==> src/rtl/spi_master.sv <==
// SPI master, mode 0 (SCK idles low, MISO sampled on the rising SCK edge, MOSI changes on the falling edge).
// Every output comes straight from a flop; phase timing uses a down-counter with a terminal-count compare.
//
// state     | meaning
// S_IDLE    | CS high, waiting for i_start
// S_SETUP   | CS low, first MOSI bit settling before the first SCK rise
// S_SCKHIGH | SCK high half period
// S_SCKLOW  | SCK low half period between bits
// S_HOLD    | trailing SCK-low half period, then CS hold with MOSI on the last bit
// S_GAP     | CS high, still busy, before returning to idle

module spi_master #(
  parameter int DATALEN    = 8,
  parameter int HALFPERIOD = 4
) (
  input  logic               CLK,
  input  logic               RSTN,
  input  logic               i_start,
  input  logic [DATALEN-1:0] i_masterDataOut,
  output logic [DATALEN-1:0] o_masterDataIn,
  output logic               o_transferDone,
  output logic               o_busy,
  output logic               o_SPICLK,
  output logic               o_MOSI,
  input  logic               i_MISO,
  output logic               o_CS
);

  localparam int PH_W  = $clog2(2 * HALFPERIOD);
  localparam int BIT_W = $clog2(DATALEN + 1);

  localparam logic [PH_W-1:0]  PH_HALF  = PH_W'(HALFPERIOD - 1);
  localparam logic [PH_W-1:0]  PH_HOLD  = PH_W'(2 * HALFPERIOD - 1);
  localparam logic [BIT_W-1:0] BIT_LAST = BIT_W'(DATALEN - 1);

  typedef enum logic [2:0] {
    S_IDLE,
    S_SETUP,
    S_SCKHIGH,
    S_SCKLOW,
    S_HOLD,
    S_GAP
  } state_t;

  state_t             state_q, state_d;
  logic [PH_W-1:0]    phase_q, phase_d;
  logic [BIT_W-1:0]   bits_q, bits_d;
  logic [DATALEN-1:0] tx_q, tx_d;
  logic [DATALEN-1:0] rx_q, rx_d;
  logic [DATALEN-1:0] rxout_q, rxout_d;
  logic               done_q, done_d;
  logic               busy_q, busy_d;
  logic               sclk_q, sclk_d;
  logic               cs_q, cs_d;
  logic               phase_tc;

  assign phase_tc = (phase_q == '0);

  always_comb begin
    state_d = state_q;
    phase_d = phase_q;
    bits_d  = bits_q;
    tx_d    = tx_q;
    rx_d    = rx_q;
    rxout_d = rxout_q;
    done_d  = 1'b0;
    busy_d  = busy_q;
    sclk_d  = sclk_q;
    cs_d    = cs_q;

    case (state_q)
      S_IDLE: begin
        if (i_start) begin
          state_d = S_SETUP;
          phase_d = PH_HALF;
          bits_d  = '0;
          tx_d    = i_masterDataOut;
          cs_d    = 1'b0;
          busy_d  = 1'b1;
        end
      end

      S_SETUP, S_SCKLOW: begin
        if (phase_tc) begin
          state_d = S_SCKHIGH;
          phase_d = PH_HALF;
          sclk_d  = 1'b1;
          rx_d    = {rx_q[DATALEN-2:0], i_MISO};
        end else begin
          phase_d = phase_q - 1'b1;
        end
      end

      S_SCKHIGH: begin
        if (phase_tc) begin
          sclk_d = 1'b0;
          bits_d = bits_q + 1'b1;
          if (bits_q == BIT_LAST) begin
            state_d = S_HOLD;
            phase_d = PH_HOLD;
          end else begin
            // MOSI is the TX MSB, so shifting here advances it on the falling SCK edge
            state_d = S_SCKLOW;
            phase_d = PH_HALF;
            tx_d    = {tx_q[DATALEN-2:0], 1'b0};
          end
        end else begin
          phase_d = phase_q - 1'b1;
        end
      end

      S_HOLD: begin
        if (phase_tc) begin
          state_d = S_GAP;
          phase_d = PH_HALF;
          cs_d    = 1'b1;
          rxout_d = rx_q;
          done_d  = 1'b1;
        end else begin
          phase_d = phase_q - 1'b1;
        end
      end

      S_GAP: begin
        if (phase_tc) begin
          state_d = S_IDLE;
          busy_d  = 1'b0;
        end else begin
          phase_d = phase_q - 1'b1;
        end
      end

      default: begin
        state_d = S_IDLE;
      end
    endcase
  end

  always_ff @(posedge CLK or negedge RSTN) begin
    if (!RSTN) begin
      state_q <= S_IDLE;
      phase_q <= '0;
      bits_q  <= '0;
      tx_q    <= '0;
      rx_q    <= '0;
      rxout_q <= '0;
      done_q  <= 1'b0;
      busy_q  <= 1'b0;
      sclk_q  <= 1'b0;
      cs_q    <= 1'b1;
    end else begin
      state_q <= state_d;
      phase_q <= phase_d;
      bits_q  <= bits_d;
      tx_q    <= tx_d;
      rx_q    <= rx_d;
      rxout_q <= rxout_d;
      done_q  <= done_d;
      busy_q  <= busy_d;
      sclk_q  <= sclk_d;
      cs_q    <= cs_d;
    end
  end

  assign o_masterDataIn = rxout_q;
  assign o_transferDone = done_q;
  assign o_busy         = busy_q;
  assign o_SPICLK       = sclk_q;
  assign o_MOSI         = tx_q[DATALEN-1];
  assign o_CS           = cs_q;

endmodule

==> config.mk <==
export PLATFORM = sky130hd
export DESIGN_NAME = spi_master
export DESIGN_NICKNAME = d
export VERILOG_FILES = /design/src/rtl/spi_master.sv
export SDC_FILE = /design/constraint.sdc
export NUM_CORES = 1
export LEC_CHECK = 0
export CAP_MARGIN = 20
export CORE_MARGIN = 5
export CORE_UTILIZATION = 46
export CTS_CLUSTER_SIZE = 20
export DETAILED_ROUTE_END_ITERATION = 16
export PLACE_DENSITY = 0.74
export SYNTH_ARGS = -nofsm -noshare
export SYNTH_HDL_FRONTEND = slang
export SYNTH_SLANG_ARGS = --single-unit
==> constraint.sdc <==
create_clock -name CLK -period 2.2 [get_ports CLK]
set_input_delay 0.44 -clock CLK [delete_from_list [all_inputs] [get_ports CLK]]
set_output_delay 0.44 -clock CLK [all_outputs]
set_load 0.01 [all_outputs]
### After elaboration in Yosys (flattened, before gate mapping)

Index checks and enable logic that the tools add are counted.

* flip-flop bits (word level): 38
* bits of input ports: 12
* output and inout bits: 13
* word-level logic and storage cells: 72

* $add $sub $neg: 2
* eq/ne operators: 13
* mux-type cells: 29
* reductions and logical operators: 18

Operators with widths (count)
* 3-bit 2-to-1 mux: 11
* 8-bit 2-to-1 mux: 3
* 8-bit case mux with 2 select lines: 1
* 3-bit case mux with 5 select lines: 1
* 3-bit AND reduction: 5
* 2-bit inequality test (second input constant): 7
* 3-bit case mux with 4 select lines: 1
* 4-bit 2-to-1 mux: 2
* 4-bit case mux with 2 select lines: 1
* 2-bit nonzero test: 4
* 3-bit by 2-bit == test with 1-bit output (second input constant): 2
* 3-bit == test (second input constant): 2
* 3-bit logical NOT: 2
* 1-bit 2-to-1 mux: 6
* 1-bit case mux with 2 select lines: 3
* 5-bit AND reduction: 1
* 4-bit by 1-bit adder with 4-bit output (second input constant): 1
* 4-bit by 3-bit == test with 1-bit output (second input constant): 1
* 2-bit AND reduction: 2
* 4-bit AND reduction: 1
* 4-bit nonzero test: 1
* 3-bit by 1-bit == test with 1-bit output (second input constant): 1
* 3-bit OR reduction: 1
* 3-bit by 1-bit subtractor with 3-bit output (second input constant): 1
* 2-bit OR reduction: 1

### Longest topological paths before layout

Gate-level depths: netlist (run 1).

* depth after elaboration: 4
* gate-level depth with buffers: 7
* gate-level depth less buffers: 6

### Least setup slack after synthesis (run 1)

No wires, ideal clock.

* path type: reg2reg
* start: reg phase_q[0]
* end: reg rx_q[0]
* library setup time: 0.125 ns
* arrival time: 1.641 ns
* required time: 2.075 ns
* setup slack: 0.434 ns
* stages on the path, launching flop included: 8
* buffers on the path: 1
* clock period less this slack: 1.766 ns
* cells stage by stage: dfrtp_1 inv_1 ha_1 nor2b_2 buf_6 nand2_1 nor2_2 mux2_2

* word-level cells in the longest chain between the ends: 2

RTL lines
* start: declaration: line 46 `logic [PH_W-1:0] phase_q, phase_d;`
* start signal: assignment: line 153 `phase_q <= phase_d;`
* 3-bit logical NOT: line 57 `assign phase_tc = (phase_q == '0);`
* 2-bit AND reduction (no source line)
* end signal: assignment: line 156 `rx_q <= rx_d;`
* end: declaration: line 49 `logic [DATALEN-1:0] rx_q, rx_d;`

No other way between the ends.
A chain may end at the register's enable or synchronous reset.

### Worst setup path in the final report (run 1)

* start: reg phase_q[0]
* end: reg tx_q[3]

* word-level cells in the longest chain between the ends: 3

RTL lines
* 3-bit logical NOT: line 57
* 2-bit inequality test (no source line)
* 4-bit AND reduction (no source line)
* end signal: assignment: line 155 `tx_q <= tx_d;`
* end: declaration: line 48 `logic [DATALEN-1:0] tx_q, tx_d;`

No other way between the ends.

==> results of run 1 <==
[synth_stat cells, drive strengths merged]
master  count  share of area, %
mux2       30                19
dfstp       1               1.5
a22oi       2              0.85
nor3b       1              0.71
or3         1              0.35
a31oi       3               1.1
nand2       7               1.5
buf         5               1.8
nor3        2              0.56
nor2b       1              0.49
nor2        7               1.6
a211oi      1              0.42
dfrtp      37                52
a21o        2              0.85
o21ai      11               3.7
ha          3               2.1
and2        2              0.71
nand3       5               1.7
nor4        1              0.35
inv         4              0.85
a21oi       4               1.1
mux2i       1              0.56
and3        1              0.35
nand3b      2              0.85
nand2b      5               1.8
a211o       1              0.49
o211ai      2              0.85
o21a        1              0.42
clkbuf      1              0.21
xnor2       1              0.49
and3b       1              0.49
[routing by layer]
metal	part of all wire [%]	vias to the layer above	wire length [um]
met2	52	25	1700
li1	-	573	-
met3	4.2	5	137
met4	0.98	0	32
met1	43	611	1390
met5	0	-	0
[power breakdown]
part           switching [mW]  internal [mW]
Clock                   0.245          0.454
Sequential              0.191          0.936
Combinational           0.379          0.493
Total                   0.814           1.88
[worst reg2reg max path, delay by kind of cell, from the launching register on]
kind | cells | cell delay [ps]
multiplexers | 1 | 370
AO/OA/AOI/OAI | 1 | 290
flip-flops | 1 | 390
AND/OR/NAND/NOR | 2 | 560
adder cells (fa/ha/maj) | 1 | 250
buffers and inverters | 1 | 90
[final cells by class]
type,instances,area share (%)
Sequential cell,38,43.2
Multi-Input combinational cell,98,35.2
Timing Repair Buffer,28,12.0
Clock buffer,5,3.12
Clock inverter,3,3.12
Tap cell,48,2.72
Inverter,4,0.681
[final timing paths]
path	startpoint	to	slack, ps	depth (start not counted)
max	phase_q[0]$_DFFE_PN0P_	tx_q[3]$_DFFE_PN0P_	140	6
min	RSTN	phase_q[1]$_DFFE_PN0P_	240	1
max reg2reg	phase_q[0]$_DFFE_PN0P_	tx_q[3]$_DFFE_PN0P_	140	6
min reg2reg	o_CS$_DFFE_PN1P_	o_CS$_DFFE_PN1P_	470	2
max in group asynchronous	RSTN	o_transferDone$_DFF_PN0_	1450	1
min in group CLK	o_CS$_DFFE_PN1P_	o_CS$_DFFE_PN1P_	470	2
[layout by cell type (no fill, tap or decap), types with 2 or more instances in the layout]
master           instances
o211ai_1                 2
nor3_1                   2
clkdlybuf4s50_1         23
o21ai_0                 10
a21oi_1                  4
ha_1                     3
a31oi_1                  3
buf_4                    4
nand2_1                  7
a21o_1                   2
nand3b_1                 2
clkbuf_8                 5
nand2b_1                 5
mux2_2                  29
and2_1                   2
nor2_1                   6
nand3_1                  4
bufinv_16                2
dfrtp_1                 37
inv_1                    4
a22oi_1                  2
[flip-flops by register name, indices dropped and copies added, names as in the netlist]
register and cells:
rx_q 8, o_transferDone 1, o_CS 1, state_q 3, o_SPICLK 1, phase_q 3, tx_q 8, o_busy 1
bits_q 4, o_masterDataIn 8
[kinds of logic after synthesis]
logic type | count (synthesis) | synth area share (%)
xor gates and xnor gates | 1 | 0.494
muxes | 31 | 19.6
adders and majority gates | 3 | 2.12
and+or+nand+nor | 36 | 11.4
buffers and inverters | 10 | 2.82
AOI/OAI and AO/OA | 27 | 9.81
DFF | 38 | 53.7
==> flow_summary.json, run 1 <==
{
  "outcome": "finished, final reports clean",
  "io-pin-count": 25,
  "gp_congestion": 0.746,
  "final_nets": 190,
  "finalClockSkew_ps": 4.22,
  "cp_max_fo": 7,
  "rsz0062_at_grt": "no",
  "routed_via_density": 5.42,
  "grt_max_degree": 39,
  "critPathTopFamily": "simple AND/OR/NAND/NOR gates",
  "met3_usage_pct": 5.12,
  "setup_viol": 0,
  "syn_nets": 161,
  "hold_buffers": 0,
  "core-area_sq_mm": 0.00369,
  "grt_pass1_vias": 1261,
  "arrival_ps": 2240,
  "p_leak_nw": 0.996,
  "ir_drop_v": 0.000661,
  "fin_ws_ps": 136,
  "htreeDepth": 2,
  "overflow": 0,
  "fillCellCount": 313,
  "fmaxAchievable_ghz": 0.485,
  "slowest_delay_ps": 390,
  "cp_slowest_cell": "dfrtp_1",
  "die_w_um": 72.1,
  "use_met2_pct": 23.1,
  "syn_area_per_cell_sq_um": 12.1,
  "path_class": "register to register",
  "place_area_sq_mm": 0.00206,
  "ctsRootBufferMaster": "clkbuf_8",
  "worst_slew_pin_slew_ps": 808,
  "ys_seq_elements": 38,
  "clockBufferDepth": 2,
  "dp.cells": 216,
  "cts.repair.resized": 0,
  "place_ws_ps": 127,
  "drv_slew": 0,
  "row_count": 22,
  "final_area_sq_mm": 0.00221,
  "crit_chain": "inv_1, ha_1, nor2b_2, nand2_1, o21ai_4, mux2_2",
  "gr-usage-met1_pct": 16.3,
  "crit_buf_inv": 1,
  "grt_use_total_pct": 13.9,
  "utilization_pct": 59.8,
  "cts_sinks": 38,
  "grt_antenna_before_repair": 0,
  "fin_cells": 224,
  "holdWs_ps": 241,
  "grt.busiest_layer": "met2",
  "vias": 1214,
  "p_total_mw": 2.70,
  "dr.pass1.iters": 4,
  "port_buffers": 24,
  "clk_pin_slew_worst_paths_ps": 70,
  "routed_wl_mm": 3.25,
  "insertedDiodeCount": 0,
  "drive_gt1_share_pct": 27.3,
  "cts_made_buffers": 5,
  "netlist_area_sq_mm": 0.00177,
  "min_path_type": "input port to async pin",
  "grt_pass1_wl_mm": 5.68,
  "die_h_um": 72.1,
  "regArea_sq_um": 952,
  "startpoint_type": "register",
  "cts_setup_buffers": 0,
  "synth-seq-area-share_pct": 53.7,
  "synth.distinct_cells": 36,
  "cap_violations": 0,
  "p_per_area_mw_per_mm2": 1220,
  "multi_input_area_sq_um": 776,
  "clk_latency_ps": 290,
  "worstPathRequired_ps": 2370,
  "dieArea_sq_mm": 0.00520,
  "drt_iter0_drc": 26,
  "endpoint_kind": "register",
  "cts_tree": "done",
  "dp_hpwl_mm": 2.31,
  "finalSetupTns_ps": 0,
  "area_delta_synth_final_pct": 24.4,
  "max-slew-margin-rel_pct": 46.1,
  "hold_violations": 0,
  "final.min_clock_period_ps": 2060,
  "ant_nets": 0,
  "period_share_pct": 93.8,
  "wire_per_inst_um": 14.5,
  "yosys_warnings": 0,
  "syn_inst": 146,
  "start_util_pct": 48.1,
  "drc_errors": 0
}
Power figures use the tool's default switching activity.
==> run 2: changes to the inputs <==
- CELL_PAD_IN_SITES_DETAIL_PLACEMENT: default -> 1
- CELL_PAD_IN_SITES_GLOBAL_PLACEMENT: default -> 1
- PLACE_DENSITY: 0.74 -> 0.88
- clock period: 2.2 -> 2.4 ns (I/O delays scaled with it)
==> run 2 against run 1 <==
Net effect:
- via count up 3.7%
- highest routed layer unchanged
- clock skew rose by 2.1 ps
- clock-buffer cell count grew 1
- maximum frequency fell by 5.1%
- clock power shrank 4.7%
- critical endpoint unchanged
- wire length up 30%
- final area is 0.34% lower
- core utilization fell by 0.20 points
- largest cell class unchanged
- global-route usage is 4.0 points higher
==> flow_summary.json, run 2 (synthesized netlist as in run 1, its figures left out) <==
{
  "crit_end": "tx_q[3]$_DFFE_PN0P_",
  "place_area_sq_mm": 0.00206,
  "port_buffers": 24,
  "cp_max_fo": 7,
  "cts_setup_buffers": 0,
  "cts_made_buffers": 5,
  "start_util_pct": 48.1,
  "slowest_delay_ps": 400,
  "area_delta_synth_final_pct": 24.0,
  "dr.pass1.iters": 4,
  "fillCellCount": 378,
  "startpoint": "phase_q[0]$_DFFE_PN0P_",
  "ant_nets": 0,
  "row_count": 22,
  "die_w_um": 72.1,
  "crit_chain": "inv_1, ha_1, nor2b_2, nand2_1, o21ai_4, mux2_2",
  "routed_wl_mm": 4.22,
  "clk_pin_slew_worst_paths_ps": 80,
  "cts.repair.resized": 0,
  "routed_via_density": 5.65,
  "reg2reg_slack_ps": 220,
  "final.min_clock_period_ps": 2180,
  "ir_drop_v": 0.000648,
  "outcome": "finished, final reports clean",
  "overflow": 0,
  "ctsRootBufferMaster": "clkbuf_8",
  "finalSetupTns_ps": 0,
  "cts_tree": "done",
  "fin_cells": 223,
  "fmaxAchievable_ghz": 0.460,
  "r2r.worst_path.cells": 6,
  "final_nets": 189,
  "p_per_area_mw_per_mm2": 1170,
  "clk_latency_ps": 290,
  "cts_sinks": 38,
  "endpoint_kind": "register",
  "finalClockSkew_ps": 6.35,
  "grt_max_degree": 39,
  "dp_hpwl_mm": 2.89,
  "arrival_ps": 2350,
  "r2r-end": "tx_q[3]$_DFFE_PN0P_",
  "dp.cells": 215,
  "wire_per_inst_um": 18.9,
  "worst-path-stages": 6,
  "htreeDepth": 2,
  "setup_viol": 0,
  "clockBufferDepth": 2,
  "drive_gt1_share_pct": 26.9,
  "gp_congestion": 0.748,
  "final_common_cell": "dfrtp_1",
  "core-area_sq_mm": 0.00369,
  "grt_pass1_wl_mm": 7.15,
  "r2r-start": "phase_q[0]$_DFFE_PN0P_",
  "max-slew-margin-rel_pct": 45.0,
  "crit_buf_inv": 1,
  "grt_pass1_vias": 1401,
  "period_share_pct": 90.6,
  "insertedDiodeCount": 0,
  "grt_use_total_pct": 17.9,
  "grt_antenna_before_repair": 0,
  "drt_iter0_drc": 62,
  "drc_errors": 0,
  "startpoint_type": "register",
  "worstPathRequired_ps": 2570,
  "cp_slowest_cell": "dfrtp_1",
  "worst_slew_pin_slew_ps": 826,
  "vias": 1259,
  "min_path_type": "input port to async pin",
  "die_h_um": 72.1,
  "cap_violations": 0,
  "p_leak_nw": 0.994,
  "hold_buffers": 0,
  "io-pin-count": 25,
  "hold_violations": 0,
  "critPathTopFamily": "simple AND/OR/NAND/NOR gates",
  "rsz0062_at_grt": "no",
  "drv_slew": 0,
  "path_class": "register to register",
  "final_area_sq_mm": 0.00220,
  "dieArea_sq_mm": 0.00520,
  "layout_common_cells": "37 x dfrtp_1, 29 x mux2_2, 23 x clkdlybuf4s50_1, 10 x o21ai_0, 7 x nand2_1"
}
[run 2: changes by cell type in the layout (fill, tap and decap cells not counted), sizes merged]
cell | previous run | this run
buf | 5 | 4
clkbuf | 5 | 6
clkinv | 1 | 0
[run 2: layer usage]
layer	GRT usage [%]	wire, um	up-vias
met5	0	0	-
met4	3.76	35	0
met1	20.2	1620	662
met3	4.71	135	5
li1	-	-	571
met2	33.6	2430	21
[run 2: cell type report]
cell class	count	area (sq um)	share of cell area, %
sequential	38	952	43.3
inverter	4	15.0	0.683
clock buffer	6	82.6	3.76
multi-input combinational	98	771	35.1
timing repair buffer	27	258	11.7
tap	48	60.1	2.73
clock inverter	2	60.1	2.73
[run 2: worst min path at each step]
stage	from	slack [ps]	end
2_1_floorplan	RSTN	180	bits_q[0]$_DFFE_PN0P_
3_3_place_gp	o_CS$_DFFE_PN1P_	450	o_CS$_DFFE_PN1P_
3_5_place_dp	o_CS$_DFFE_PN1P_	470	o_CS$_DFFE_PN1P_
4_1_cts	RSTN	310	phase_q[0]$_DFFE_PN0P_
5_1_grt	RSTN	350	bits_q[3]$_DFFE_PN0P_
6_report	RSTN	280	phase_q[1]$_DFFE_PN0P_
[run 2: report_power, final]
group	total, mW	internal [mW]	switching [mW]	leakage [nW]
Sequential	1.05	0.858	0.194	0.477
Clock	0.666	0.443	0.223	0.0714
Combinational	0.843	0.452	0.391	0.445
Total	2.56	1.75	0.808	0.994
[run 2: metrics by stage]
step / hold slack [ps] / util, % / total power, mW / setup slack [ps]
finish: 283 / 59.6 / 2.56 / 225
detailed placement: 471 / 55.7 / 1.89 / 254
floorplan: 184 / - / 1.61 / 634
CTS: 310 / 59.6 / 2.59 / 243
global placement: 454 / 55.7 / 1.79 / 319
global route: 353 / 59.6 / 2.72 / 77.0
